### config.mk
export PLATFORM = sky130hd
export DESIGN_NAME = note_tone_gen_flat
export DESIGN_NICKNAME = d
export VERILOG_FILES = /design/src/rtl/music_pkg.sv /design/src/rtl/note_tone_gen_if.sv /design/src/rtl/note_divisor_rom.sv /design/src/rtl/note_tone_gen.sv /design/src/flat_wrapper.sv
export SDC_FILE = /design/constraint.sdc
export NUM_CORES = 1
export LEC_CHECK = 0
export ABC_AREA = 1
export CAP_MARGIN = 20
export CORE_MARGIN = 2
export CORE_UTILIZATION = 64
export DETAILED_ROUTE_END_ITERATION = 16
export GPL_TIMING_DRIVEN = 0
export PLACE_DENSITY = 0.84
export REMOVE_ABC_BUFFERS = 1
export SLEW_MARGIN = 15
export SYNTH_ARGS = -nofsm -noshare
export SYNTH_HDL_FRONTEND = slang
export SYNTH_SLANG_ARGS = --single-unit
### constraint.sdc
create_clock -name clk -period 4 [get_ports clk]
set_input_delay 0.4 -clock clk [delete_from_list [all_inputs] [get_ports clk]]
set_output_delay 0.4 -clock clk [all_outputs]
set_load 0.02 [all_outputs]
### src/rtl/music_pkg.sv
// Shared note/octave codes, mid-octave half-period counts and tone FSM states.
// Pure definitions: no latency, no backpressure.
package music_pkg;

    localparam logic [1:0] OCT_REST = 2'b00;
    localparam logic [1:0] OCT_LOW  = 2'b01;
    localparam logic [1:0] OCT_HIGH = 2'b10;
    localparam logic [1:0] OCT_MID  = 2'b11;

    localparam logic [2:0] NOTE_REST = 3'd0;
    localparam logic [2:0] NOTE_DO   = 3'd1;
    localparam logic [2:0] NOTE_RE   = 3'd2;
    localparam logic [2:0] NOTE_MI   = 3'd3;
    localparam logic [2:0] NOTE_FA   = 3'd4;
    localparam logic [2:0] NOTE_SOL  = 3'd5;
    localparam logic [2:0] NOTE_LA   = 3'd6;
    localparam logic [2:0] NOTE_TI   = 3'd7;

    // Half-period lengths in 50 MHz clocks for the middle octave.
    localparam int unsigned HALF_DO  = 95556;
    localparam int unsigned HALF_RE  = 85131;
    localparam int unsigned HALF_MI  = 75842;
    localparam int unsigned HALF_FA  = 71586;
    localparam int unsigned HALF_SOL = 63776;
    localparam int unsigned HALF_LA  = 56818;
    localparam int unsigned HALF_TI  = 50619;

    typedef enum logic {
        SILENT = 1'b0,
        TONE   = 1'b1
    } tone_state_t;

    function automatic int unsigned mid_half(input logic [2:0] note);
        case (note)
            NOTE_DO:  return HALF_DO;
            NOTE_RE:  return HALF_RE;
            NOTE_MI:  return HALF_MI;
            NOTE_FA:  return HALF_FA;
            NOTE_SOL: return HALF_SOL;
            NOTE_LA:  return HALF_LA;
            NOTE_TI:  return HALF_TI;
            default:  return 0;
        endcase
    endfunction

endpackage

### src/rtl/note_tone_gen_if.sv
// Note source to tone generator bundle; volume exists only with VOLUME_PWM_EN.
// Plain level signals: no handshake, no backpressure.
interface note_tone_gen_if;
    logic [4:0] note_index;
    logic       speaker;
    logic       note_active;
    logic [4:0] cur_index;
`ifdef VOLUME_PWM_EN
    logic [2:0] volume;

    modport master (output note_index, output volume,
                    input speaker, input note_active, input cur_index);
    modport slave  (input note_index, input volume,
                    output speaker, output note_active, output cur_index);
`else
    modport master (output note_index,
                    input speaker, input note_active, input cur_index);
    modport slave  (input note_index,
                    output speaker, output note_active, output cur_index);
`endif
endinterface

### src/rtl/note_divisor_rom.sv
// Note index -> {is_rest, half-period count}; purely combinational, no backpressure.
module note_divisor_rom
    import music_pkg::*;
#(
    parameter int DIV_W     = 18,
    parameter int OCT_SHIFT = 1
) (
    input  logic [4:0]       index_i,
    output logic             is_rest_o,
    output logic [DIV_W-1:0] half_period_o
);

    logic [1:0]  octave;
    logic [2:0]  note;
    int unsigned mid;

    assign octave = index_i[4:3];
    assign note   = index_i[2:0];

    always_comb begin
        mid           = mid_half(note);
        is_rest_o     = (octave == OCT_REST) || (note == NOTE_REST);
        half_period_o = '0;
        if (!is_rest_o) begin
            case (octave)
                OCT_MID:  half_period_o = DIV_W'(mid);
                OCT_HIGH: half_period_o = DIV_W'(mid >> OCT_SHIFT);
                OCT_LOW:  half_period_o = DIV_W'(mid << OCT_SHIFT);
                default:  half_period_o = '0;
            endcase
        end
    end

endmodule

### src/rtl/note_tone_gen.sv
// Note index -> glitch-free piezo square wave; speaker rises 2 clk after a note appears, no backpressure.
// Optional VOLUME_PWM_EN gates the high phase with a free-running 3-bit PWM.
module note_tone_gen
    import music_pkg::*;
#(
    parameter int DIV_W     = 18,
    parameter int OCT_SHIFT = 1
) (
    input  logic             clk,
    input  logic             reset,
    note_tone_gen_if.slave   bus
);

    tone_state_t       state_q;
    logic [DIV_W-1:0]  cnt_q;
    logic              phase_q;
    logic [4:0]        cur_q;
    logic [4:0]        idx_q;

    logic              rom_rest;
    logic [DIV_W-1:0]  rom_half;
    logic [DIV_W-1:0]  reload;
    logic              gate;

    note_divisor_rom #(
        .DIV_W     (DIV_W),
        .OCT_SHIFT (OCT_SHIFT)
    ) u_rom (
        .index_i       (idx_q),
        .is_rest_o     (rom_rest),
        .half_period_o (rom_half)
    );

    assign reload = rom_half - DIV_W'(1);

    // idx_q is only acted on at half-period boundaries, so mid-period changes never cut a half short.
    always_ff @(posedge clk) begin
        if (reset) begin
            state_q <= SILENT;
            cnt_q   <= '0;
            phase_q <= 1'b0;
            cur_q   <= '0;
            idx_q   <= '0;
        end else begin
            idx_q <= bus.note_index;
            case (state_q)
                SILENT: begin
                    if (!rom_rest) begin
                        state_q <= TONE;
                        cnt_q   <= reload;
                        phase_q <= 1'b1;
                        cur_q   <= idx_q;
                    end
                end
                TONE: begin
                    if (cnt_q == '0) begin
                        if (rom_rest) begin
                            state_q <= SILENT;
                            phase_q <= 1'b0;
                            cur_q   <= '0;
                        end else begin
                            cnt_q   <= reload;
                            phase_q <= ~phase_q;
                            cur_q   <= idx_q;
                        end
                    end else begin
                        cnt_q <= cnt_q - DIV_W'(1);
                    end
                end
                default: state_q <= SILENT;
            endcase
        end
    end

`ifdef VOLUME_PWM_EN
    logic [2:0] pwm_cnt_q;
    logic [2:0] pwm_cnt_d;

    assign pwm_cnt_d = pwm_cnt_q + 3'd1;

    always_ff @(posedge clk) begin
        if (reset) pwm_cnt_q <= '0;
        else       pwm_cnt_q <= pwm_cnt_d;
    end

    assign gate = (pwm_cnt_q <= bus.volume);
`else
    assign gate = 1'b1;
`endif

    assign bus.speaker     = phase_q & gate;
    assign bus.note_active = (state_q == TONE);
    assign bus.cur_index   = cur_q;

endmodule

### src/flat_wrapper.sv
// flat-port wrapper written by rule: the top's interface ports become plain ports
module note_tone_gen_flat import music_pkg::*;
#(
    parameter int DIV_W     = 18,
    parameter int OCT_SHIFT = 1
)
  (clk, reset, bus_note_index, bus_speaker, bus_note_active, bus_cur_index);
  note_tone_gen_if bus_i ();
  input  logic clk;
  input  logic reset;
  input wire logic [$bits(bus_i.note_index)-1:0] bus_note_index;
  output wire logic [$bits(bus_i.speaker)-1:0] bus_speaker;
  output wire logic [$bits(bus_i.note_active)-1:0] bus_note_active;
  output wire logic [$bits(bus_i.cur_index)-1:0] bus_cur_index;
  assign bus_i.note_index = bus_note_index;
  assign bus_speaker = bus_i.speaker;
  assign bus_note_active = bus_i.note_active;
  assign bus_cur_index = bus_i.cur_index;
  note_tone_gen #(.DIV_W(DIV_W), .OCT_SHIFT(OCT_SHIFT)) u_core (.clk(clk), .reset(reset), .bus(bus_i));
endmodule
==> results of run 1 <==
==> metrics by stage <==
stage               cell area, µm²  total power (µW)  hold WS (ns)
floorplan                     2230               742         0.462
global placement              2420               839         0.478
detailed placement            2420               848         0.494
CTS                           2470              1030         0.508
global route                  2470              1110         0.554
finish                        2470              1030         0.506
==> Yosys cell counts (2+ instances only) <==
master | number | area (µm²)
inv_2 | 9 | 33.8
a211oi_2 | 5 | 62.6
o22ai_1 | 2 | 12.5
or2_0 | 2 | 12.5
o211ai_1 | 2 | 15.0
nor2_4 | 2 | 22.5
a221oi_1 | 3 | 26.3
nor2_1 | 52 | 195
nand3_1 | 21 | 105
xor2_1 | 9 | 78.8
nor3_1 | 4 | 20.0
buf_2 | 4 | 20.0
xnor2_1 | 4 | 35.0
clkbuf_8 | 2 | 27.5
clkbuf_1 | 2 | 7.51
o21ai_0 | 23 | 115
nand2_1 | 106 | 398
nand3_2 | 2 | 20.0
nor2_2 | 4 | 25.0
nand4_1 | 3 | 18.8
buf_4 | 2 | 15.0
dfxtp_1 | 30 | 601
o21ai_1 | 7 | 35.0
nand2_2 | 2 | 12.5
a21oi_2 | 2 | 17.5
ha_1 | 2 | 25.0
a21oi_1 | 22 | 110
buf_6 | 2 | 22.5
inv_1 | 29 | 109
==> logic make-up (layout without fill, tap and decap cells) <==
family                     count (synthesis)  count (layout)  share of synthesized area
AOI/OAI and AO/OA                         71              71                      0.191
adders and majority gates                  2               2                     0.0107
DFF                                       30              30                      0.258
xor gates and xnor gates                  13              13                     0.0489
and+or+nand+nor                          205             205                      0.389
buffers and inverters                     51              57                      0.103
==> power groups by stage <==
stage,clock (µW),sequential [µW],combinational [µW]
after global placement,0,388,451
after CTS,185,382,461
final,183,384,465
after global routing,202,390,523
after floorplan,0,388,354
after detailed placement,0,389,459
==> routing by layer <==
layer | track usage | vias up
met5 | 0 | -
met4 | 0.0904 | 0
met3 | 0.0704 | 13
met2 | 0.479 | 101
met1 | 0.381 | 1043
li1 | - | 1221
==> layout make-up <==
type,instances,share of cell area
multi-input combinational,291,0.603
sequential,30,0.243
inverter,38,0.0577
timing repair buffer,13,0.0527
tap,46,0.0233
clock buffer,6,0.0208
==> final timing paths <==
kind	from	to	slack [ns]	depth (start not counted)
worst max-delay path	u_core.bus.note_active	bus_note_active	1.65	1
worst min-delay path	u_core.bus.speaker	u_core.bus.speaker	0.51	2
worst max register to register	u_core.idx_q[3]	u_core.cnt_q[1]	1.66	11
worst min register to register	u_core.bus.speaker	u_core.bus.speaker	0.51	2
==> flip-flops by register name, indices dropped and copies added (netlist names) <==
| register | cells |
|---|---|
| u_core.bus.cur_index | 5 |
| u_core.bus.note_active | 1 |
| u_core.cnt_q | 18 |
| u_core.idx_q | 5 |
| u_core.bus.speaker | 1 |
==> metrics.md, run 1 <==
| Metric | Value |
|---|---|
| Ys Warns | `0` |
| GRT Util Overall | `0.293` |
| Psw | `443 µW` |
| Root Buffer | `clkbuf_4` |
| Die Ht | `64.3 µm` |
| Clock buffer depth | `2` |
| Tightest Hold Check Type | `reg2reg` |
| Vias | `2,378` |
| Pwr dens | `417 nW/µm²` |
| Hold_buf cts | `0` |
| Ys flop type | `dfxtp_1` |
| Setup CP Type | `reg2out` |
| Worst Setup End Kind | `output port` |
| Antenna Violating Nets Remaining | `0` |
| Post-synthesis sequential area ratio | `0.258` |
| Antenna cell count | `0` |
| Most frequent cells in the layout | `nand2_1 (106), nor2_1 (52), dfxtp_1 (30)` |
| Data required, critical path | `3.60 ns` |
| Post-route core utilization | `0.723` |
| First-pass GRT wire length | `9500 µm` |
| Dpl cells | `418` |
| CP Max Fanout | `20` |
| Cell Rows | `21` |
| Post-synthesis cell type count | `42` |
| DRC | `0` |
| Measured slew at the worst slew-check pin | `0.987 ns` |
| Final min period | `2.35 ns` |
| Wirelength, routed | `5450 µm` |
| Share of post-route cells with drive strength above 1 | `0.0979` |
| Synthesized instance count | `372` |
| CTS tree | `yes` |
| WP buf/inv | `1` |
| H-tree Lvls | `2` |
| Vias in the first global route | `2,120` |
| Max-cap viol count | `0` |
| Setup Buffers After CTS | `0` |
| WL met3 | `473 µm` |
| Die Wd | `64.3 µm` |
| First DRT Iteration DRCs | `156` |
| Leakage Power | `0.00106 µW` |
| Filler cells | `292` |
| GP Congestion | `0.906` |
| Sequential Power Share | `0.372` |
| Final hold violation count | `0` |
| I/O pin cnt | `14` |
| Top delay family on crit path | `flip-flops` |
| Fin nets | `388` |
| Critical path's slowest cell | `dfxtp_1` |
| Worst path arrival time | `1.95 ns` |
| IO Port Bufs | `13` |
| Final global-route overflow total | `0` |
| Synthesized flop and latch total | `30` |
| Outcome | `completed` |
| Ys async rst share | `0` |
| Internal | `588 µW` |
| Post-DP HPWL | `3980 µm` |
| Worst-Skew Late Latency | `0.34 ns` |
| Cts bufs inserted | `5` |
| Max frequency | `426 MHz` |
| DR WL/cell | `12.8 µm` |
| Die ar. | `4140 µm²` |
| Met2 Routed Length | `2470 µm` |
| Final period util | `0.586` |
| Met1 WL | `2400 µm` |
| Clk pwr share | `0.177` |
| Setup WS pre-CTS | `1.67 ns` |
| Crit-path cells | `clkdlybuf4s50_1` |
| Max layer used | `met4` |
| Largest stage delay, worst path | `0.86 ns` |
| Setup TNS | `0 ns` |
| Crit start category | `register` |
| Final setup vio count | `0` |
| Sw frac | `0.429` |
| Cell area after synthesis | `2330 µm²` |
| Avg Vias per Cell | `5.61` |
| # clock sinks | `30` |
| Logic pwr share | `0.451` |
| Final Instance Count excl. Fillers | `424` |
| Slew HR | `0.340` |
| Initial antenna violation count | `0` |
| Post-cts sizing count | `0` |
| Max-slew violations | `0` |
| Synth-to-Final Area Change | `6.13%` |
| Commonest non-fill, non-tap cell in the layout | `nand2_1` |
| PnR worst setup slack | `1.65 ns` |
| Clk pin slew, worst setup/hold paths | `0.09 ns` |
| Register area | `601 µm²` |
| Multi-input logic area | `1490 µm²` |
| Post-synth EDFFs | `0` |
| VDD IR max | `0.254 mV` |
| Worst Skew | `0.00977 ns` |
| Core ar. | `3420 µm²` |
| Drt pass-1 iters | `5` |
| Syn_area_per_cell | `6.26 µm²` |
| RSZ-0062 raised after global routing | `no` |
| Pin count of the biggest net entering global routing | `24` |
| Initial Utilization | `0.682` |
Note: power is estimated with default switching activity, not from simulation.
==> run 2, diff against run 1 <==
--- a/config.mk
+++ b/config.mk
@@ -8,10 +8,10 @@
 export ABC_AREA = 1
 export CAP_MARGIN = 20
 export CORE_MARGIN = 2
-export CORE_UTILIZATION = 64
+export CORE_UTILIZATION = 54
 export DETAILED_ROUTE_END_ITERATION = 16
 export GPL_TIMING_DRIVEN = 0
-export PLACE_DENSITY = 0.84
+export PLACE_DENSITY = 0.75
 export REMOVE_ABC_BUFFERS = 1
 export SLEW_MARGIN = 15
 export SYNTH_ARGS = -nofsm -noshare
==> constraint.sdc (replaced) <==
create_clock -name clk -period 2.15 [get_ports clk]
set_input_delay 0.215 -clock clk [delete_from_list [all_inputs] [get_ports clk]]
set_output_delay 0.215 -clock clk [all_outputs]
set_load 0.02 [all_outputs]
==> metrics.md, run 2 (synthesis results as in run 1) <==
| Metric | Value |
|---|---|
| Cell Rows | `23 (was 21)` |
| Avg Vias per Cell | `5.40 (was 5.61)` |
| Worst-Skew Late Latency | `0.29 ns (was 0.34 ns)` |
| Synth-to-Final Area Change | `9.89% (was 6.13%)` |
| Final Instance Count excl. Fillers | `431 (was 424)` |
| Most frequent cells in the layout | `nand2_1 (105), nor2_1 (51), inv_1 (29) (was nand2_1 (106), nor2_1 (52), dfxtp_1 (30))` |
| CP Max Fanout | `11 (was 20)` |
| Largest reg by FF count | `u_core.cnt_q (unchanged)` |
| Core ar. | `4090 µm² (was 3420 µm²)` |
| Final min period | `1.96 ns` |
| Worst path arrival time | `2.15 ns (was 1.95 ns)` |
| H-tree Lvls | `2 (unchanged)` |
| Post-placement cell area | `2420 µm² (about the same)` |
| Leakage Power | `0.00108 µW (was 0.00106 µW)` |
| Worst Setup End Kind | `register (was output port)` |
| Final hold violation count | `0 (unchanged)` |
| Data required, critical path | `2.34 ns (was 3.60 ns)` |
| Wirelength, routed | `5580 µm (was 5450 µm)` |
| Clk pin slew, worst setup/hold paths | `0.06 ns (was 0.09 ns)` |
| Top delay family on crit path | `compound AO/OA/AOI/OAI gates (was flip-flops)` |
| Cts bufs inserted | `5 (unchanged)` |
| Hold Path Depth | `3 (was 2)` |
| Critical path's slowest cell | `o21ai_4 (was dfxtp_1)` |
| VDD IR max | `0.423 mV (was 0.254 mV)` |
| RSZ-0062 raised after global routing | `yes (was no)` |
| Setup CP Type | `reg2reg (was reg2out)` |
| IO Port Bufs | `13 (unchanged)` |
| GRT Util Overall | `0.247 (was 0.293)` |
| Filler cells | `414 (was 292)` |
| Total Power | `2050 µW (was 1030 µW)` |
| Vias | `2,329 (was 2,378)` |
| Path depth of the worst reg2reg path | `9 (was 11)` |
| Die ar. | `4850 µm² (was 4140 µm²)` |
| Root Buffer | `clkbuf_8 (was clkbuf_4)` |
| R2r setup slk | `0.19 ns (was 1.66 ns)` |
| Hold_buf cts | `0 (unchanged)` |
| # clock sinks | `30 (unchanged)` |
| Dpl cells | `422 (was 418)` |
| Tightest Hold Check Type | `in2reg (was reg2reg)` |
| Initial antenna violation count | `0 (unchanged)` |
| Hold_ws | `0.438 ns (was 0.506 ns)` |
| First DRT Iteration DRCs | `138 (was 156)` |
| I/O pin cnt | `14 (unchanged)` |
| Pwr dens | `802 nW/µm² (was 417 nW/µm²)` |
| First-pass GRT wire length | `9870 µm (was 9500 µm)` |
| Worst hold path endpoint | `u_core.idx_q[1] (was u_core.bus.speaker)` |
| Reg2Reg Launch Point | `u_core.cnt_q[0] (was u_core.idx_q[3])` |
| DRC | `0 (unchanged)` |
| Hold path start | `bus_note_index[1] (was u_core.bus.speaker)` |
| Fin nets | `390 (was 388)` |
| Final setup vio count | `0 (unchanged)` |
| Outcome | `completed (unchanged)` |
| Commonest non-fill, non-tap cell in the layout | `nand2_1 (unchanged)` |
| Max-slew violations | `0 (unchanged)` |
| Final global-route overflow total | `0 (unchanged)` |
| GP Congestion | `0.880 (was 0.906)` |
| Antenna Violating Nets Remaining | `0 (unchanged)` |
| Max-cap viol count | `0 (unchanged)` |
| Multi-input logic area | `1520 µm² (was 1490 µm²)` |
| DR WL/cell | `12.9 µm (was 12.8 µm)` |
| CTS tree | `yes (unchanged)` |
| Die Ht | `69.7 µm (was 64.3 µm)` |
| Vias in the first global route | `2,163 (was 2,120)` |
| Crit start category | `register (unchanged)` |
| Max frequency | `509 MHz` |
| Worst Skew | `0.00757 ns (was 0.00977 ns)` |
| Measured slew at the worst slew-check pin | `1.01 ns (was 0.987 ns)` |
| Initial Utilization | `0.570 (was 0.682)` |
| Final period util | `0.913` |
| Drt pass-1 iters | `5 (unchanged)` |
| Crit-path cells | `inv_1, ha_2, nand2_2, nor2_4, buf_4, nand3_4, o21ai_4, nor2_1, a211oi_2 (was clkdlybuf4s50_1)` |
| Largest stage delay, worst path | `0.36 ns (was 0.86 ns)` |
| Post-DP HPWL | `4080 µm (was 3980 µm)` |
| Die Wd | `69.7 µm (was 64.3 µm)` |
| Share of post-route cells with drive strength above 1 | `0.129 (was 0.0979)` |
| Pin count of the biggest net entering global routing | `24 (unchanged)` |
| Register area | `613 µm² (was 601 µm²)` |
| Clock buffer depth | `2 (unchanged)` |
| WP buf/inv | `2 (was 1)` |
| Slew HR | `0.326 (was 0.340)` |
| Max reg flops | `18 (unchanged)` |
| Setup TNS | `0 ns (unchanged)` |
| Reg2reg end | `u_core.bus.cur_index[4] (was u_core.cnt_q[1])` |
| Design Area, Final | `2560 µm² (was 2470 µm²)` |
| Antenna cell count | `0 (unchanged)` |
-- run 2: changes by cell type in the layout (fill, tap and decap cells not counted), sizes merged --
cell	change
clkbuf	+1
buf	+2
-- run 2: layout make-up --
type                            instances  share of cell area
Clock buffer                            7              0.0298
Inverter                               38              0.0567
Tap cell                               50              0.0244
Sequential cell                        30               0.240
Timing Repair Buffer                   15              0.0567
Multi-Input combinational cell        291               0.593
-- run 2: through the flow --
step | utilization | setup slack (ns)
5_1_grt | 0.626 | -0.0140
6_report | 0.626 | 0.186
2_1_floorplan | - | 0.223
4_1_cts | 0.614 | 0.0156
3_3_place_gp | 0.593 | -0.136
3_5_place_dp | 0.593 | -0.128
-- run 2: worst min-delay path: stages --
cell             delay [ns]
clkdlybuf4s50_1        0.39
inv_1                  0.05
nor2_1                 0.03
-- run 2: power by group --
group          leakage [µW]  total, µW  switching [µW]  internal [µW]
clock             0.0000383        431             208            222
sequential         0.000250        714            85.5            629
combinational      0.000794        906             562            344
total               0.00108       2050             856           1190
-- run 2: layer usage --
layer / wire length [µm] / global-route usage / vias to the layer above
li1: - / - / 1230
met1: 2670 / 0.324 / 1048
met2: 2640 / 0.404 / 46
met3: 206 / 0.0422 / 5
met4: 59 / 0.0962 / 0
met5: 0 / 0 / -
-- run 2: worst max-delay path by stage --
stage	depth (start not counted)	from	slack, ns	end
2_1_floorplan	11	u_core.idx_q[3]	0.22	u_core.cnt_q[1]
3_3_place_gp	11	u_core.idx_q[3]	-0.14	u_core.cnt_q[1]
3_5_place_dp	11	u_core.idx_q[3]	-0.13	u_core.cnt_q[1]
4_1_cts	4	u_core.bus.note_active	0.02	u_core.bus.cur_index[4]
5_1_grt	14	u_core.idx_q[2]	-0.01	u_core.cnt_q[6]
6_report	9	u_core.cnt_q[0]	0.19	u_core.bus.cur_index[4]
-- run 2: timing repair --
item	CTS	global route
endpoints found under the hold margin	0	0
endpoints found under the setup margin	3	19
gates cloned	0	0
gates resized for setup	2	15
pin swaps	0	2
buffers inserted	0	2
